### src/rtl/jpeg_nbr_fetch.sv
// jpeg_nbr_fetch: walks a 16-row stripe column by column and presents mirrored left/same/right
// neighbourhood vectors to top_jpeg. Define NBR_FLGS_EN to also build the flag vector on flgs_s_o.

// One neighbourhood window (left/same/right columns) plus the column assembly shift register.
module jpeg_nbr_win #(
  parameter int N  = 16,
  parameter int SW = 9
) (
  input  logic            clk,
  input  logic            rst_n,
  input  logic            shift_en,
  input  logic            mirror_en,
  input  logic            cap_en,
  input  logic            fin_en,
  input  logic            fin_all,
  input  logic            fin_left,
  input  logic [SW-1:0]   d,
  output logic [N*SW-1:0] left,
  output logic [N*SW-1:0] sam,
  output logic [N*SW-1:0] right
);
  logic [(N-1)*SW-1:0] sh_q;
  logic [N*SW-1:0]     vec;

  // newest read lands at the top, so row 0 ends up in the low bits after N reads
  assign vec = {d, sh_q};

  always_ff @(posedge clk or negedge rst_n) begin
    if (!rst_n) begin
      sh_q  <= '0;
      left  <= '0;
      sam   <= '0;
      right <= '0;
    end else begin
      if (cap_en) sh_q <= vec[N*SW-1:SW];
      if (shift_en) begin
        left <= sam;
        sam  <= right;
      end else if (mirror_en) begin
        right <= left;
      end else if (fin_en) begin
        right <= vec;
        if (fin_all) begin
          left <= vec;
          sam  <= vec;
        end else if (fin_left) begin
          left <= vec;
        end
      end
    end
  end
endmodule

// state  | meaning
// IDLE   | waiting for start
// FETCH  | reading one column (17 cycles), or the one-cycle priming shift
// MIRROR | last column: right <- left, no RAM reads
// ISSUE  | holding vectors until noupdate_s permits update_s
// DONE   | one-cycle done pulse
module jpeg_nbr_fetch #(
  parameter int W  = 9,
  parameter int N  = 16,
  parameter int FW = 5,
  parameter int AW = 10
) (
  input  logic           clk,
  input  logic           rst_n,
  input  logic           start,
  input  logic [AW-1:0]  base_addr,
  input  logic [AW-1:0]  stride,
  input  logic [9:0]     cols,
  input  logic [9:0]     row_base,
  output logic [AW-1:0]  ram_addr,
  input  logic [W-1:0]   ram_q,
  input  logic [FW-1:0]  flg_q,
  output logic [N*W-1:0] left_s_o,
  output logic [N*W-1:0] sam_s_o,
  output logic [N*W-1:0] right_s_o,
  output logic [N*FW-1:0] flgs_s_o,
  output logic           update_s,
  input  logic           noupdate_s,
  output logic [9:0]     row_ind,
  output logic [9:0]     col_ind,
  output logic           busy,
  output logic           done
);
  typedef enum logic [2:0] {IDLE, FETCH, MIRROR, ISSUE, DONE} state_t;

  state_t        state_q, state_d;
  logic [AW-1:0] addr_q, col_base_q, stride_q;
  logic [9:0]    cols_q, c_q, row_q;
  logic [4:0]    cnt_q;
  logic          first_q, shift_q;
  logic          fetch_done, last_c, shift_en, mirror_en, cap_en, fin_all, fin_left;

  assign ram_addr = addr_q;
  assign row_ind  = row_q;
  assign col_ind  = c_q;
  assign busy     = (state_q != IDLE);

  always_ff @(posedge clk or negedge rst_n) begin
    if (!rst_n) state_q <= IDLE;
    else        state_q <= state_d;
  end

  always_comb begin
    state_d    = state_q;
    update_s   = 1'b0;
    done       = 1'b0;
    fetch_done = (state_q == FETCH) && !shift_q && (cnt_q == 5'd16);
    last_c     = (c_q == cols_q - 10'd1);
    cap_en     = (state_q == FETCH) && !shift_q && (cnt_q != 5'd0);
    shift_en   = (state_q == FETCH) && shift_q;
    mirror_en  = (state_q == MIRROR);
    fin_all    = fetch_done && first_q && (cols_q == 10'd1);
    fin_left   = fetch_done && !first_q && (c_q == 10'd0);
    case (state_q)
      IDLE:   if (start) state_d = (cols == 10'd0) ? DONE : FETCH;
      FETCH:  if (fetch_done) state_d = (first_q && cols_q != 10'd1) ? FETCH : ISSUE;
      ISSUE: begin
        if (noupdate_s) begin
          update_s = 1'b1;
          if (last_c) begin
            state_d = DONE;
          end else begin
            shift_en = 1'b1;
            state_d  = (c_q + 10'd2 == cols_q) ? MIRROR : FETCH;
          end
        end
      end
      MIRROR: state_d = ISSUE;
      DONE: begin
        done    = 1'b1;
        state_d = IDLE;
      end
      default: state_d = IDLE;
    endcase
  end

  // addresses step by stride within a column; the next column's base is preloaded on completion
  always_ff @(posedge clk or negedge rst_n) begin
    if (!rst_n) begin
      addr_q     <= '0;
      col_base_q <= '0;
      stride_q   <= '0;
      cols_q     <= '0;
      c_q        <= '0;
      row_q      <= '0;
      cnt_q      <= '0;
      first_q    <= 1'b0;
      shift_q    <= 1'b0;
    end else begin
      case (state_q)
        IDLE: if (start) begin
          stride_q   <= stride;
          cols_q     <= cols;
          row_q      <= row_base;
          addr_q     <= base_addr;
          col_base_q <= base_addr;
          c_q        <= '0;
          cnt_q      <= '0;
          first_q    <= 1'b1;
          shift_q    <= 1'b0;
        end
        FETCH: begin
          if (shift_q) begin
            shift_q <= 1'b0;
          end else if (fetch_done) begin
            cnt_q      <= '0;
            col_base_q <= col_base_q + AW'(1);
            addr_q     <= col_base_q + AW'(1);
            first_q    <= 1'b0;
            shift_q    <= first_q && (cols_q != 10'd1);
          end else begin
            cnt_q <= cnt_q + 5'd1;
            if (cnt_q < 5'd15) addr_q <= addr_q + stride_q;
          end
        end
        ISSUE: if (noupdate_s && !last_c) c_q <= c_q + 10'd1;
        default: ;
      endcase
    end
  end

  jpeg_nbr_win #(.N(N), .SW(W)) u_smp (
    .clk(clk), .rst_n(rst_n), .shift_en(shift_en), .mirror_en(mirror_en), .cap_en(cap_en),
    .fin_en(fetch_done), .fin_all(fin_all), .fin_left(fin_left), .d(ram_q),
    .left(left_s_o), .sam(sam_s_o), .right(right_s_o)
  );

`ifdef NBR_FLGS_EN
  logic [N*FW-1:0] flg_left_unused, flg_right_unused;

  jpeg_nbr_win #(.N(N), .SW(FW)) u_flg (
    .clk(clk), .rst_n(rst_n), .shift_en(shift_en), .mirror_en(mirror_en), .cap_en(cap_en),
    .fin_en(fetch_done), .fin_all(fin_all), .fin_left(fin_left), .d(flg_q),
    .left(flg_left_unused), .sam(flgs_s_o), .right(flg_right_unused)
  );
`else
  logic unused_flg;

  assign unused_flg = ^flg_q;
  assign flgs_s_o   = '0;
`endif
endmodule

### config.mk
export PLATFORM = sky130hd
export DESIGN_NAME = jpeg_nbr_fetch
export DESIGN_NICKNAME = d
export VERILOG_FILES = /design/src/rtl/jpeg_nbr_fetch.sv
export SDC_FILE = /design/constraint.sdc
export NUM_CORES = 1
export LEC_CHECK = 0
export BUFFER_PORTS_ARGS = -buffer_cell sky130_fd_sc_hd__buf_4
export CAP_MARGIN = 20
export CORE_AREA = 2 2 276 278
export CTS_CLUSTER_DIAMETER = 100
export DETAILED_ROUTE_END_ITERATION = 10
export DIE_AREA = 0 0 278 280
export PLACE_DENSITY = 0.73
export SYNTH_ARGS = -nofsm -noshare
export SYNTH_HDL_FRONTEND = slang
export SYNTH_SLANG_ARGS = --single-unit
### constraint.sdc
create_clock -name clk -period 2.45 [get_ports clk]
set_input_delay 0.1225 -clock clk [delete_from_list [all_inputs] [get_ports clk]]
set_output_delay 0.1225 -clock clk [all_outputs]
set_load 0.05 [all_outputs]
======== After elaboration in Yosys (flattened, before gate mapping) ========
Cells that the tools add are included.
W data, S select, Z words.
word-level totals
  register bits after elaboration ......... 637
  bits of input ports ..................... 58
  output and inout bits ................... 545
  logic and storage cells ................. 120
operators by class
  add/subtract/negate cells ............... 6
  $lt $le $gt $ge ......................... 1
  equality and inequality tests ........... 16
  multiplexer cells ....................... 48
  bitwise gates (word level) .............. 1
  reduce and logical (&&, ||, !) cells .... 34
operators with widths
  kind                     count
  $mux W144                11
  $mux W10                 8
  $pmux W10 S2             3
  $add A10 B1 Y10 const B  2
  $eq A10 B10 Y1           2
  $logic_not A10 Y1        2
  $mux W3                  5
  $mux W5                  3
  $reduce_and A3 Y1        5
  $mux W1                  12
  $ne A2 B2 Y1 const B     6
  $pmux W3 S4              1
  $add A10 B10 Y10         1
  $add A10 B2 Y10 const B  1
  $eq A10 B1 Y1 const B    1
  $logic_and A1 B1 Y1      10
  $ne A10 B1 Y1 const B    1
  $pmux W5 S2              1
  $reduce_bool A2 Y1       5
  $sub A10 B1 Y10 const B  1
  $reduce_and A4 Y1        2
  $eq A3 B2 Y1 const B     2
  $reduce_and A2 Y1        3
  $reduce_bool A3 Y1       2
  12 further kinds         16

======== Longest topological paths before layout ========
Gate-level depths: netlist of run 1.
  depth in word-level cells ............... 10
  mapped depth ............................ 12
  gate-level depth less buffers ........... 10

======== Hierarchy ========
From an unflattened synthesis of run 1, not the netlist that was laid out.
second synthesis, totals
  cells, all modules ...................... 2492
  area, all modules ....................... 31072.3 um^2
by module, submodules not included
  module          times used  cells each  area an instance (um^2)  seq. area each (um^2)
  jpeg_nbr_win    1           1840        25783.5                  14188.6
  jpeg_nbr_fetch  1           652         5288.8                   1751.7

======== Worst setup path after synthesis of run 1 ========
No wires, ideal clock.
  kind .................................... register to register
  start ................................... register c_q[2] (netlist: col_ind[2])
  end ..................................... register u_smp.sam[103]
  setup time .............................. 0.130 ns
  data arrival time ....................... 2.404 ns
  data required time ...................... 2.320 ns
  setup slack ............................. -0.084 ns
  cell stages (with the launch flop) ...... 11
  buffers on the path ..................... 4
  period minus slack after synthesis ...... 2.534 ns
  cells stage by stage .................... dfrtp_1 -> clkbuf_1 -> nor2b_1 -> or3_1 -> a31oi_1 -> o2111ai_1 -> a22oi_1 -> buf_4 -> buf_2 -> buf_2 -> a31oi_1
on the way
  cells in the longest elaborated chain, start to end .. 6
  elaborated cells on any way between the ends .. 9
  classes of those cells .................. eq/ne (2); mux (4); reduce/logical (3)
RTL lines
  element                                                       RTL line  source
  start, declared                                               91        logic [9:0] cols_q, c_q, row_q;
  start signal, assigned                                        179       ISSUE: if (noupdate_s && !last_c) c_q <= c_q + 10'd1;
  $eq A10 B10 Y1 (*)                                            111       last_c = (c_q == cols_q - 10'd1);
  $mux W1 (*)                                                   123       if (last_c) begin
  $mux W1 (*)                                                   121       if (noupdate_s) begin
  $mux W1 (*)                                                   117       case (state_q)
  $ne A2 B2 Y1 (no line) or $reduce_bool A2 Y1 (tied branches)  n/a
  $reduce_and A3 Y1 (no line)                                   n/a
  end signal, assigned                                          38        sam <= right;
  end signal, assigned                                          45        sam <= vec;
  end, declared                                                 19        output logic [N*SW-1:0] sam,
Every way passes the cells marked *; elsewhere a longest branch is shown, timed or not.
A chain may end at the register's enable or synchronous reset.

======== Worst setup path after layout of run 1 ========
  start ................................... register cols_q[0]
  end ..................................... register u_smp.sam[70]
on the way
  cells in the longest elaborated chain, start to end .. 7
  elaborated cells on any way between the ends .. 12
  classes of those cells .................. add/sub (1); eq/ne (3); mux (4); reduce/logical (4)
RTL lines
  element                                                       RTL line  source
  start, declared                                               91
  start signal, assigned                                        156       cols_q <= cols;
  $sub A10 B1 Y10                                               111
  $eq A10 B10 Y1                                                111
  $mux W1                                                       123
  $mux W1                                                       121
  $mux W1                                                       117
  $ne A2 B2 Y1 (no line) or $reduce_bool A2 Y1 (tied branches)  n/a
  $reduce_and A3 Y1 (no line)                                   n/a
Parallel ways exist; a longest one is shown, timed or not.

==> results.cfg, run 1 <==
[outcome]
status = complete, but fails checks
violations = negative setup slack

[sta]
slew_headroom_pct = 39.1
worst_pin_slew_ns = 0.914
period_needed_ns = 2.67
finalClockSkew_ns = 0.0304
finalSetupViolCount = 289
hold_slack_ns = 0.0749
fmaxAchievable_mhz = 374
worst_slack_ns = -0.221
slew_violations = 0
fin_crit_sh_pct = 109
rsz0062_at_grt = true
hold_viol = 0

[layout]
nNetsFinal = 3805
drive_above_1_share_pct = 28.4
fillers = 6356
final_cell_area_sq_mm = 0.0398
area_growth_pct = 34.4
utilization_pct = 52.9

[grt]
antenna_found_initial = 2
grt_pass1_wl_mm = 150
grt-ovfl-total = 0
track_usage_pct = 24.5
grt_pass1_vias = 25200
grt_max_degree = 145

[critical_path]
timing.critical_path.from_type = register
endpoint_kind = register
worstPathArrival_ns = 3.17
critPathRequiredTime_ns = 2.95
ff2ff_setup_slack_ns = -0.22
reg2regPathDepth = 13
crit_type = register to register
critPathMaxFanout = 7

[routing]
routedWlPerCell_um = 21.2
vias = 26300
first_iter_violations = 2459
vias_per_cell = 5.52
drtAntennaViolNets = 0
drc_errors = 0
first_pass_iters = 7
routed_wl_mm = 101

[clocking]
cts_tree = yes
clockBufferDepth = 3
cts.clk_slew.worst_paths_ns = 0.06
clock_sinks = 637
cts_buffers = 73
cts-root-buf = clkbuf_16
clk_latency_ns = 0.61
htree_num_levels = 3

[logic_synthesis]
netlist_instances = 3097
seq_area_frac_synth_pct = 53.9
syn_area_sq_mm = 0.0296
synthFlopType = dfrtp_1
ys_types = 68
synth_edf_count = 0
yosys-top-cells-area = dfrtp_1 (54%), nand2_1 (11%), a31oi_1 (6.2%)
yosysMostFrequentCell = nand2_1
yosysWarningCount = 0
synth_commonest_cells = nand2_1 (839), dfrtp_1 (637), nor2_1 (328), a31oi_1 (295), o21ai_0 (174)
async_flop_share_pct = 100
synth_top_area_share_pct = 53.9
syn_avg_cell_area_sq_um = 9.56
synth_seq_cells = 637
synth_top_area_cell = dfrtp_1

[floorplan]
rows = 101
start_util_pct = 39.4
ios = 603
core_area_sq_mm = 0.0752
dieArea_sq_mm = 0.0778
die_w_um = 278
dieHeight_um = 280

[min_path]
min_path_type = primary input to register
holdPathStages = 4

[flow_run]
maxCapViolations = 0

[place]
port_buffers = 517
dp_hpwl_mm = 63.8
placed_area_sq_mm = 0.0350
dp_slack_ns = -0.232
gp_congestion = 0.879
[registers in the layout, summed over array words and instances (netlist names), 135 cells and up]
register / cells
u_smp.left: 144
u_smp.right: 144
u_smp.sh_q: 135
u_smp.sam: 144
[metal layers]
metal	part of all wire, %	vias up	global-route usage (%)
met5	0	-	0
met3	8.5	238	4.88
met2	48	1348	40.2
li1	-	11600	-
met4	3.5	0	9.20
met1	40	13100	32.0
[critical path, stage by stage (launching register included)]
cell and delay, ns:
dfrtp_1 0.40, inv_2 0.09, ha_4 0.20, xor2_1 0.14, nand2_1 0.09, a211oi_2 0.27
o2111ai_2 0.21, a22oi_2 0.23, buf_12 0.17, buf_16 0.14, buf_12 0.15, buf_16 0.16
nor2_2 0.05, a31oi_1 0.23
[through the flow]
stage	setup TNS [ns]	std cells
2_1_floorplan	0	3176
3_3_place_gp	-11.89	4527
3_5_place_dp	-24.88	4527
4_1_cts	-25.47	4740
5_1_grt	-53.90	4765
6_report	-22.16	4770
[repair_timing]
item                                   CTS  global route
endpoints found under the hold margin  148             0
setup endpoints to repair              281           292
pin swaps                                2             3
gates resized for setup                 68           100
hold buffers                            51             0
gates cloned                            16            19
setup buffers                           13            10
[worst paths after layout]
check / startpoint / endpoint
worst max-delay path: cols_q[0] / u_smp.sam[70]
worst min-delay path: start / state_q[2]
worst max register to register: cols_q[0] / u_smp.sam[70]
worst min register to register: row_ind[0] / row_ind[0]
max in group asynchronous: rst_n / u_smp.right[70]
min in group asynchronous: rst_n / u_smp.left[44]
[cells by family after synthesis]
kind of cell | Yosys count | share of synthesized area, %
fa+ha+maj | 18 | 0.786
compound gates | 543 | 11.0
simple gates | 1254 | 16.8
mux | 284 | 10.2
buf+inv | 318 | 6.17
flops | 637 | 53.9
xor+xnor | 42 | 1.24
other cells | 1 | 0.0127
[layout make-up]
type	count	area, sq um	share of cell area (%)
Antenna cell	5	12.5	0.0315
Clock buffer	102	2100	5.27
Clock inverter	31	383	0.963
Inverter	16	60.1	0.151
Multi-Input combinational cell	2221	12600	31.7
Sequential cell	637	15900	40.1
Tap cell	978	1220	3.08
Timing Repair Buffer	780	7460	18.8
[layout by cell type, fill, tap and decap left out, types with 8 or more instances in the layout]
cell type      Yosys  layout
a21oi_1           30      30
a31oi_1          295     283
buf_12             0      52
buf_16             0      18
buf_4            116     615
buf_6             12      16
buf_8              1       9
clkbuf_1          77      14
clkbuf_16          0      92
clkbuf_8           0      14
clkinv_2           0      14
conb_1             1      80
dfrtp_1          637     632
dlygate4sd3_1      0      51
ha_1              17      16
inv_1             16      14
mux2_2           136     136
mux2i_1          148     148
nand2_1          839     839
nand3_1           14      13
nand4_1            9       9
nor2_1           328     280
nor2_2             2      21
nor2_4             0      29
nor3_1            10       9
nor4_1             8       8
o21ai_0          174     173
xnor2_1           28      28
xor2_1            14      14
Power of run 1 is not shown: default switching activity piles up to over one toggle a cycle in this logic, so the estimate is an artifact.
==> run 2, diff against run 1 <==
- CORE_AREA: 2 2 276 278 -> 2 2 247 310
- DIE_AREA: 0 0 278 280 -> 0 0 249 312
==> run 2 against run 1 <==
Net effect:
- the flow still finishes with violations (negative setup slack)
- via count decreased by 2.1%
- flip-flop and latch count did not move
- final area shrank 3.2%
- clock-buffer cell count fell by 15
- die area fell by 0.20%
- setup slack improved by 0.12 ns
- register-to-register slack better by 0.12 ns
- cell count shrank 1.5%
- critical path depth unchanged
- maximum frequency increased by 4.6%
- first-iteration DRC count shrank 18%
- worst hold slack improved by 0.046 ns
- critical endpoint is now u_smp.left[143]
==> results.cfg, run 2 (same netlist as run 1, synthesis figures left out) <==
[outcome]
status = complete, but fails checks
violations = negative setup slack

[critical_path]
worstReg2RegEnd = u_smp.left[143]
endpoint_kind = register
worstPathArrival_ns = 3.08
critPathRequiredTime_ns = 2.97
reg2regPathDepth = 13
cp_common_cell = buf_4
critPathMaxFanout = 14
reg2reg_from = cols_q[0]
crit_family = compound AO/OA/AOI/OAI gates
ff2ff_setup_slack_ns = -0.10
cp_cell_sequence = buf_4 -> nor2_1 -> buf_4 -> a31o_2 -> a211oi_2 -> o2111ai_2 -> a22oi_2 -> buf_6 -> buf_12 -> buf_16 -> buf_4 -> nor2_1 -> a31oi_1
max_stage_delay_ns = 0.37
crit_type = register to register
timing.critical_path.from_type = register
crit_buf_inv = 6
cp_slowest_cell = dfrtp_1

[sta]
fmaxAchievable_mhz = 392
period_needed_ns = 2.55
hold_slack_ns = 0.121
worst_slack_ns = -0.104
worst_pin_slew_ns = 0.957
fin_crit_sh_pct = 104
slew_headroom_pct = 35.9
slew_violations = 0
hold_viol = 0
finalClockSkew_ns = 0.0365
rsz0062_at_grt = true
finalSetupViolCount = 204

[floorplan]
start_util_pct = 39.8
rows = 112
core_area_sq_mm = 0.0744
dieArea_sq_mm = 0.0777
ios = 603
die_w_um = 249
dieHeight_um = 312

[clocking]
clk_latency_ns = 0.63
cts-root-buf = clkbuf_16
cts_buffers = 68
clock_sinks = 637
cts_tree = yes
clockBufferDepth = 3
cts.clk_slew.worst_paths_ns = 0.06
htree_num_levels = 3

[grt]
grt_pass1_wl_mm = 151
met2_usage_pct = 40.7
grt-ovfl-total = 0
track_usage_pct = 24.6
grt_max_degree = 133
met1_usage_pct = 30.9
grt_use_met3_pct = 5.18
antenna_found_initial = 2
grt_pass1_vias = 24900
globalRoute.busiestLayer = met2

[place]
port_buffers = 517
placed_area_sq_mm = 0.0348
gp_congestion = 0.854
place_inst = 4494
dp_hpwl_mm = 64.8

[routing]
vias_per_cell = 5.49
routed_wl_mm = 99.0
first_iter_violations = 2022
routedWlPerCell_um = 21.1
vias = 25800
drc_errors = 0
drtAntennaViolNets = 0
first_pass_iters = 6

[layout]
top_regs = u_smp.left (144), u_smp.right (144), u_smp.sam (144)
layout_commonest_cell = nand2_1
final_cell_area_sq_mm = 0.0385
area_growth_pct = 30.1
nNetsFinal = 3751
stdcell_count = 4698
drive_above_1_share_pct = 26.3
layout_common_cells = nand2_1 (839), dfrtp_1 (631), buf_4 (604)

[flow_run]
maxCapViolations = 0

[min_path]
min_path_type = primary input to asynchronous set/reset pin
[run 2: what timing repair did]
item / in CTS / in global routing
hold buffers: 52 / 0
setup buffers: 11 / 6
hold endpoints to repair: 238 / 0
gates cloned: 6 / 6
setup endpoints to repair: 285 / 295
pin swaps: 6 / 8
gates resized for setup: 45 / 26
[run 2: through the flow]
stage	worst slack (ns)	setup TNS (ns)	utilization [%]
6_report	-0.104	-7.03	51.7
3_5_place_dp	-0.196	-33.35	46.8
3_3_place_gp	-0.106	-18.97	46.8
2_1_floorplan	0.00815	0	-
5_1_grt	-0.237	-43.36	51.7
4_1_cts	-0.0993	-7.66	51.3
[run 2: worst max path at each step]
stage / start / to / slack (ns) / cells after the start
final: cols_q[0] / u_smp.left[143] / -0.10 / 13
after global routing: cols_q[7] / u_smp.sam[4] / -0.24 / 13
after CTS: cols_q[5] / u_smp.sam[130] / -0.1 / 11
after detailed placement: cols_q[1] / u_smp.sam[123] / -0.20 / 10
after global placement: cols_q[0] / u_smp.sam[113] / -0.11 / 11
after floorplan: col_ind[2] / u_smp.sam[103] / 0.008 / 10
[run 2: area by class of cell]
type | count | area [sq um]
Fill cell | 6518 | 35900
Sequential cell | 637 | 15900
Multi-Input combinational cell | 2221 | 12300
Timing Repair Buffer | 731 | 6590
Clock buffer | 87 | 1940
Tap cell | 969 | 1210
Clock inverter | 36 | 442
Inverter | 16 | 60.1
Antenna cell | 1 | 2.50
[run 2: metal layers]
layer / part of all wire [%] / vias to the layer above
met2: 49 / 1185
met4: 4.3 / 0
met1: 40 / 12900
li1: - / 11500
met5: 0 / -
met3: 7.6 / 224
Power of run 2 is left out for the same reason.
